$ cat config.mk
export PLATFORM = sky130hd
export DESIGN_NAME = csla_seq_ctrl
export DESIGN_NICKNAME = d
export VERILOG_FILES = /design/src/rtl/csla_seq_ctrl.sv
export SDC_FILE = /design/constraint.sdc
export NUM_CORES = 1
export LEC_CHECK = 0
export ABC_AREA = 1
export CAP_MARGIN = 5
export CELL_PAD_IN_SITES_DETAIL_PLACEMENT = 2
export CELL_PAD_IN_SITES_GLOBAL_PLACEMENT = 2
export CORE_MARGIN = 10
export CORE_UTILIZATION = 29
export CTS_CLUSTER_SIZE = 25
export DETAILED_ROUTE_END_ITERATION = 8
export GPL_TIMING_DRIVEN = 0
export PLACE_DENSITY = 0.81
export SYNTH_ARGS = -nofsm -noshare
export SYNTH_HDL_FRONTEND = slang
export SYNTH_HIERARCHICAL = 1
export SYNTH_SLANG_ARGS = --single-unit
$ cat constraint.sdc
create_clock -name clk -period 2.8 [get_ports clk]
set_input_delay 0.56 -clock clk [delete_from_list [all_inputs] [get_ports clk]]
set_output_delay 0.56 -clock clk [all_outputs]
set_load 0.01 [all_outputs]
$ cat src/rtl/csla_seq_ctrl.sv
// Sequential W-bit adder: one 4-bit carry-select slice reused over NIBBLES cycles.
// Optional subtraction (A - B) is compiled in with `define CSLA_SEQ_SUB_EN.

module csla_4bit (
    input  logic [3:0] a,
    input  logic [3:0] b,
    input  logic       cin,
    output logic [3:0] sum,
    output logic       cout
);
    logic [2:0] w_lo;
    logic [2:0] w_hi0;
    logic [2:0] w_hi1;

    // Upper pair precomputed for both carries, selected by the lower pair's carry.
    assign w_lo  = {1'b0, a[1:0]} + {1'b0, b[1:0]} + {2'b00, cin};
    assign w_hi0 = {1'b0, a[3:2]} + {1'b0, b[3:2]};
    assign w_hi1 = w_hi0 + 3'd1;
    assign sum   = {(w_lo[2] ? w_hi1[1:0] : w_hi0[1:0]), w_lo[1:0]};
    assign cout  = w_lo[2] ? w_hi1[2] : w_hi0[2];
endmodule

module csla_seq_ctrl #(
    parameter int NIBBLES = 4
) (
    input  logic                 clk,
    input  logic                 rst_n,
    input  logic                 in_valid,
    output logic                 in_ready,
    input  logic [4*NIBBLES-1:0] a,
    input  logic [4*NIBBLES-1:0] b,
    input  logic                 cin,
    input  logic                 op_sub,
    output logic                 out_valid,
    input  logic                 out_ready,
    output logic [4*NIBBLES-1:0] sum,
    output logic                 cout,
    output logic                 ovf
);
    localparam int W  = 4 * NIBBLES;
    localparam int IW = $clog2(NIBBLES);

    typedef enum logic [1:0] {IDLE, RUN, DONE} state_t;

    state_t          r_state, w_next;
    logic [W-1:0]    r_a, r_b, r_sum;
    logic [IW-1:0]   r_idx;
    logic            r_carry, r_cout, r_ovf;
    logic            w_accept, w_last, w_cin_first;
    logic [W-1:0]    w_b_eff;
    logic [IW+1:0]   w_sh;
    logic [3:0]      w_s;
    logic            w_co;

`ifdef CSLA_SEQ_SUB_EN
    logic r_sub;
    assign w_b_eff     = r_sub ? ~r_b : r_b;
    assign w_cin_first = op_sub ? 1'b1 : cin;
`else
    logic w_unused_sub;
    assign w_unused_sub = op_sub;
    assign w_b_eff      = r_b;
    assign w_cin_first  = cin;
`endif

    assign w_last = (r_idx == IW'(NIBBLES - 1));
    assign w_sh   = {r_idx, 2'b00};

    csla_4bit u_slice (
        .a    (r_a[w_sh +: 4]),
        .b    (w_b_eff[w_sh +: 4]),
        .cin  (r_carry),
        .sum  (w_s),
        .cout (w_co)
    );

    always_ff @(posedge clk or negedge rst_n) begin
        if (!rst_n) r_state <= IDLE;
        else        r_state <= w_next;
    end

    always_comb begin
        w_next    = r_state;
        in_ready  = 1'b0;
        out_valid = 1'b0;
        w_accept  = 1'b0;
        case (r_state)
            IDLE: begin
                in_ready = 1'b1;
                if (in_valid) begin
                    w_accept = 1'b1;
                    w_next   = RUN;
                end
            end
            RUN:  if (w_last) w_next = DONE;
            DONE: begin
                out_valid = 1'b1;
                if (out_ready) w_next = IDLE;
            end
            default: w_next = IDLE;
        endcase
    end

    // The captured carry-in seeds the carry register, so slice 0 and later
    // slices share one carry path.
    always_ff @(posedge clk or negedge rst_n) begin
        if (!rst_n) begin
            r_a     <= '0;
            r_b     <= '0;
            r_sum   <= '0;
            r_idx   <= '0;
            r_carry <= 1'b0;
            r_cout  <= 1'b0;
            r_ovf   <= 1'b0;
`ifdef CSLA_SEQ_SUB_EN
            r_sub   <= 1'b0;
`endif
        end else if (w_accept) begin
            r_a     <= a;
            r_b     <= b;
            r_idx   <= '0;
            r_carry <= w_cin_first;
`ifdef CSLA_SEQ_SUB_EN
            r_sub   <= op_sub;
`endif
        end else if (r_state == RUN) begin
            r_sum[w_sh +: 4] <= w_s;
            r_carry          <= w_co;
            r_idx            <= w_last ? '0 : r_idx + 1'b1;
            if (w_last) begin
                r_cout <= w_co;
                r_ovf  <= (r_a[W-1] == w_b_eff[W-1]) && (w_s[3] != r_a[W-1]);
            end
        end
    end

    assign sum  = r_sum;
    assign cout = r_cout;
    assign ovf  = r_ovf;
endmodule
==> out/results.ini <==
[outcome]
status=finished clean

[timing]
clock_skew_ns=0.00806
fmax_ghz=0.369
worst_slew_pin_slew_ns=0.764
setup-violations-final=0
post-route-period-util_pct=96.8
maxSlewViolCount=0
timing.slew.headroom_pct=49.1
min_period_ns=2.71
whs_ns=0.296
rsz0062_at_grt=yes
hold_violations=0

[finish]
diodes=0
nets=492
fillCellCount=1136
drive_above_1_share_pct=11.5
final_util_pct=39.5
area_delta_synth_final_pct=32.8

[power]
switching_share_pct=48.2
p_clk_share_pct=9.0
power.total_uw=5020
power_frac_comb_pct=63.7
switchingPower_uw=2420
seq_power_share_pct=27.3
internal_power_uw=2600
power_density_nw_per_um2=1300
irDropWorstVdd_mv=0.403
leakage_uw=0.00199

[logic_synthesis]
synth_most_common_cell=nand2_1
synth_cell_type_count=22
syn-num-nets=423
ys_top_cells_by_area=dfrtp_1 (47%), nand2_1 (22%), nand3_1 (6.2%)
ys_warn_count=6
synthMuxAreaShare_pct=0
ys_async_sr_fraction_pct=100
ys_seq_area_share_pct=47.4
synthFlopType=dfrtp_1
syn_inst=375
synth.ff_latch_count=55
synthSimpleGateAreaFrac_pct=33.2
synth_edf_count=0
synth-compound-area-share_pct=4.57
synth_xor_xnor_area_share_pct=0.302
yosys.area.top_type_share_pct=47.4
synth_commonest_cells=nand2_1 (172), dfrtp_1 (55), inv_1 (40)
synth.largest_area_cell=dfrtp_1
synth-adder-area-share_pct=5.08
synthesis.area_um2=2900
avgSynthCellArea_um2=7.74
synth_top_family_by_area=simple AND/OR/NAND/NOR gates

[clocking]
clkSinkCount=55
root_buffer=clkbuf_8
cts_tree=done
clock_latency_ns=0.32
cts_buffer_depth=2
cts-hold-fix-buffers=0
numCtsBuffers=5
clk_pin_slew_ns=0.10
cts_max_level=2

[detailed_routing]
wl_per_cell_um=16.0
drt-initial-drc-count=74
routed_wl_um=9250
vias_per_cell=4.62
ant_nets=0
drc=0
drtPass1Iterations=4
vias=2668

[placed_design]
gp_congestion=0.772
portBuffers=55
hpwl_um=7110

[critical_path]
start_kind=flip-flop
critical-path-slowest-cell=fa_2
crit_type=flip-flop to flip-flop
slowest_delay_ns=0.58
cp_common_cell=nand2_1
cp-end-kind=flip-flop
worstPathRequired_ns=3.03
worstPathMaxFanout=7
path_cells=buf_12 -> inv_4 -> buf_8 -> buf_2 -> o211ai_1 -> nand2_1 -> inv_1 -> fa_2 -> inv_2 -> ha_4 -> nand2_2 -> o21ai_4 -> inv_2 -> nand2_1 -> nand2_1 -> nand3_1 -> nand2_1
cp_data_arrival_time_ns=2.94
cp_top_family=adder cells
path_buf_inv=7

[global_route]
grt_pass1_vias=3068
antenna_found_initial=0
grt_use_total_pct=12.4
grt_max_degree=34
globalRoute.totalOverflow=0
grt_pass1_wl_um=14700

[floorplan]
start_util_pct=29.7
fp-row-count=36
die_y_um=120
dieArea_um2=14400
num_io_pins=58
die_x_um=120
core-area_um2=9770

[hold_path]
hp-class=primary input to async pin

[run]
maxCapViolations=0

-- worst register-to-register path: cells and delay by family (launching register included) --
| family | cells | cell delay, ns |
|---|---|---|
| AO/OA/AOI/OAI | 2 | 0.19 |
| adder cells (fa/ha/maj) | 2 | 0.84 |
| buffers and inverters | 7 | 0.72 |
| flip-flops | 1 | 0.47 |
| AND/OR/NAND/NOR | 6 | 0.37 |
-- registers in the layout, indices dropped and copies added, names as in the netlist --
register / flops
ovf: 1
r_state: 2
r_carry: 1
cout: 1
sum: 16
r_b: 16
r_a: 16
r_idx: 2
-- placed cells by master (no fill, tap or decap), types with 3 or more instances in the layout --
master / instances
buf_4: 8
clkbuf_1: 3
inv_1: 37
nor2_1: 12
o21ai_0: 7
o211ai_1: 10
clkdlybuf4s50_1: 54
nor2_2: 5
buf_6: 6
buf_2: 4
clkbuf_8: 5
dfrtp_1: 54
nand3_1: 36
ha_1: 6
nand2_1: 170
-- per-layer routing --
metal | up-vias | track usage, % | wire, um
met4 | 0 | 3.09 | 186
met5 | - | 0 | 0
met1 | 1311 | 13.6 | 3800
met2 | 51 | 23.4 | 4920
met3 | 14 | 3.09 | 335
li1 | 1292 | - | -
-- through the flow --
step                      instance area [um^2]  setup slack, ns  setup TNS [ns]  std cells
final                                     3860           0.0894               0        578
after global routing                      3860          -0.0457          -0.143        578
after CTS                                 3730           0.0176               0        572
after detailed placement                  3640           -0.239          -0.985        564
after global placement                    3620           -0.589          -32.89        563
after floorplan                           2900            0.439               0        375
-- final timing paths --
check                         start  endpoint  slack [ns]  cells after the start
setup / recovery           r_idx[0]       ovf        0.09                     17
hold / removal                rst_n   sum[12]        0.30                      1
setup reg to reg           r_idx[0]       ovf        0.09                     17
hold reg to reg             r_a[14]   r_a[14]        0.48                      2
max in group asynchronous     rst_n   r_b[12]        1.90                      2
min in group clk            r_a[14]   r_a[14]        0.48                      2
-- final cells by class --
cell class	count	area, um^2	share of cell area (%)
flip-flops and latches	55	1380	35.7
multi-input cells	262	1290	33.5
repair buffers	62	624	16.2
clock buffers	6	72.6	1.88
plain buffers	16	141	3.67
well taps	133	166	4.32
clock inverters	2	12.5	0.324
inverters	42	168	4.35
-- cells by family (layout without fill, tap and decap cells) --
group           count (synthesis)  count (layout)
simple gates                  230             230
fa+ha+maj                      10              10
compound gates                 21              21
xor+xnor                        1               1
flops                          55              55
buf+inv                        58             128
-- power groups by stage --
stage	combinational, uW	sequential [uW]	clock, uW
after floorplan	1720	1370	0
after global placement	2610	1370	0
after detailed placement	2730	1390	0
after CTS	2820	1380	465
after global routing	3620	1420	498
final	3200	1370	452
-- timing repair --
item | 4_1_cts | 5_1_grt
pin swaps | 0 | 3
setup buffers | 0 | 6
endpoints found under the setup margin | 7 | 7
resized for setup | 5 | 29
No activity file was read; power rests on OpenSTA's default activity.
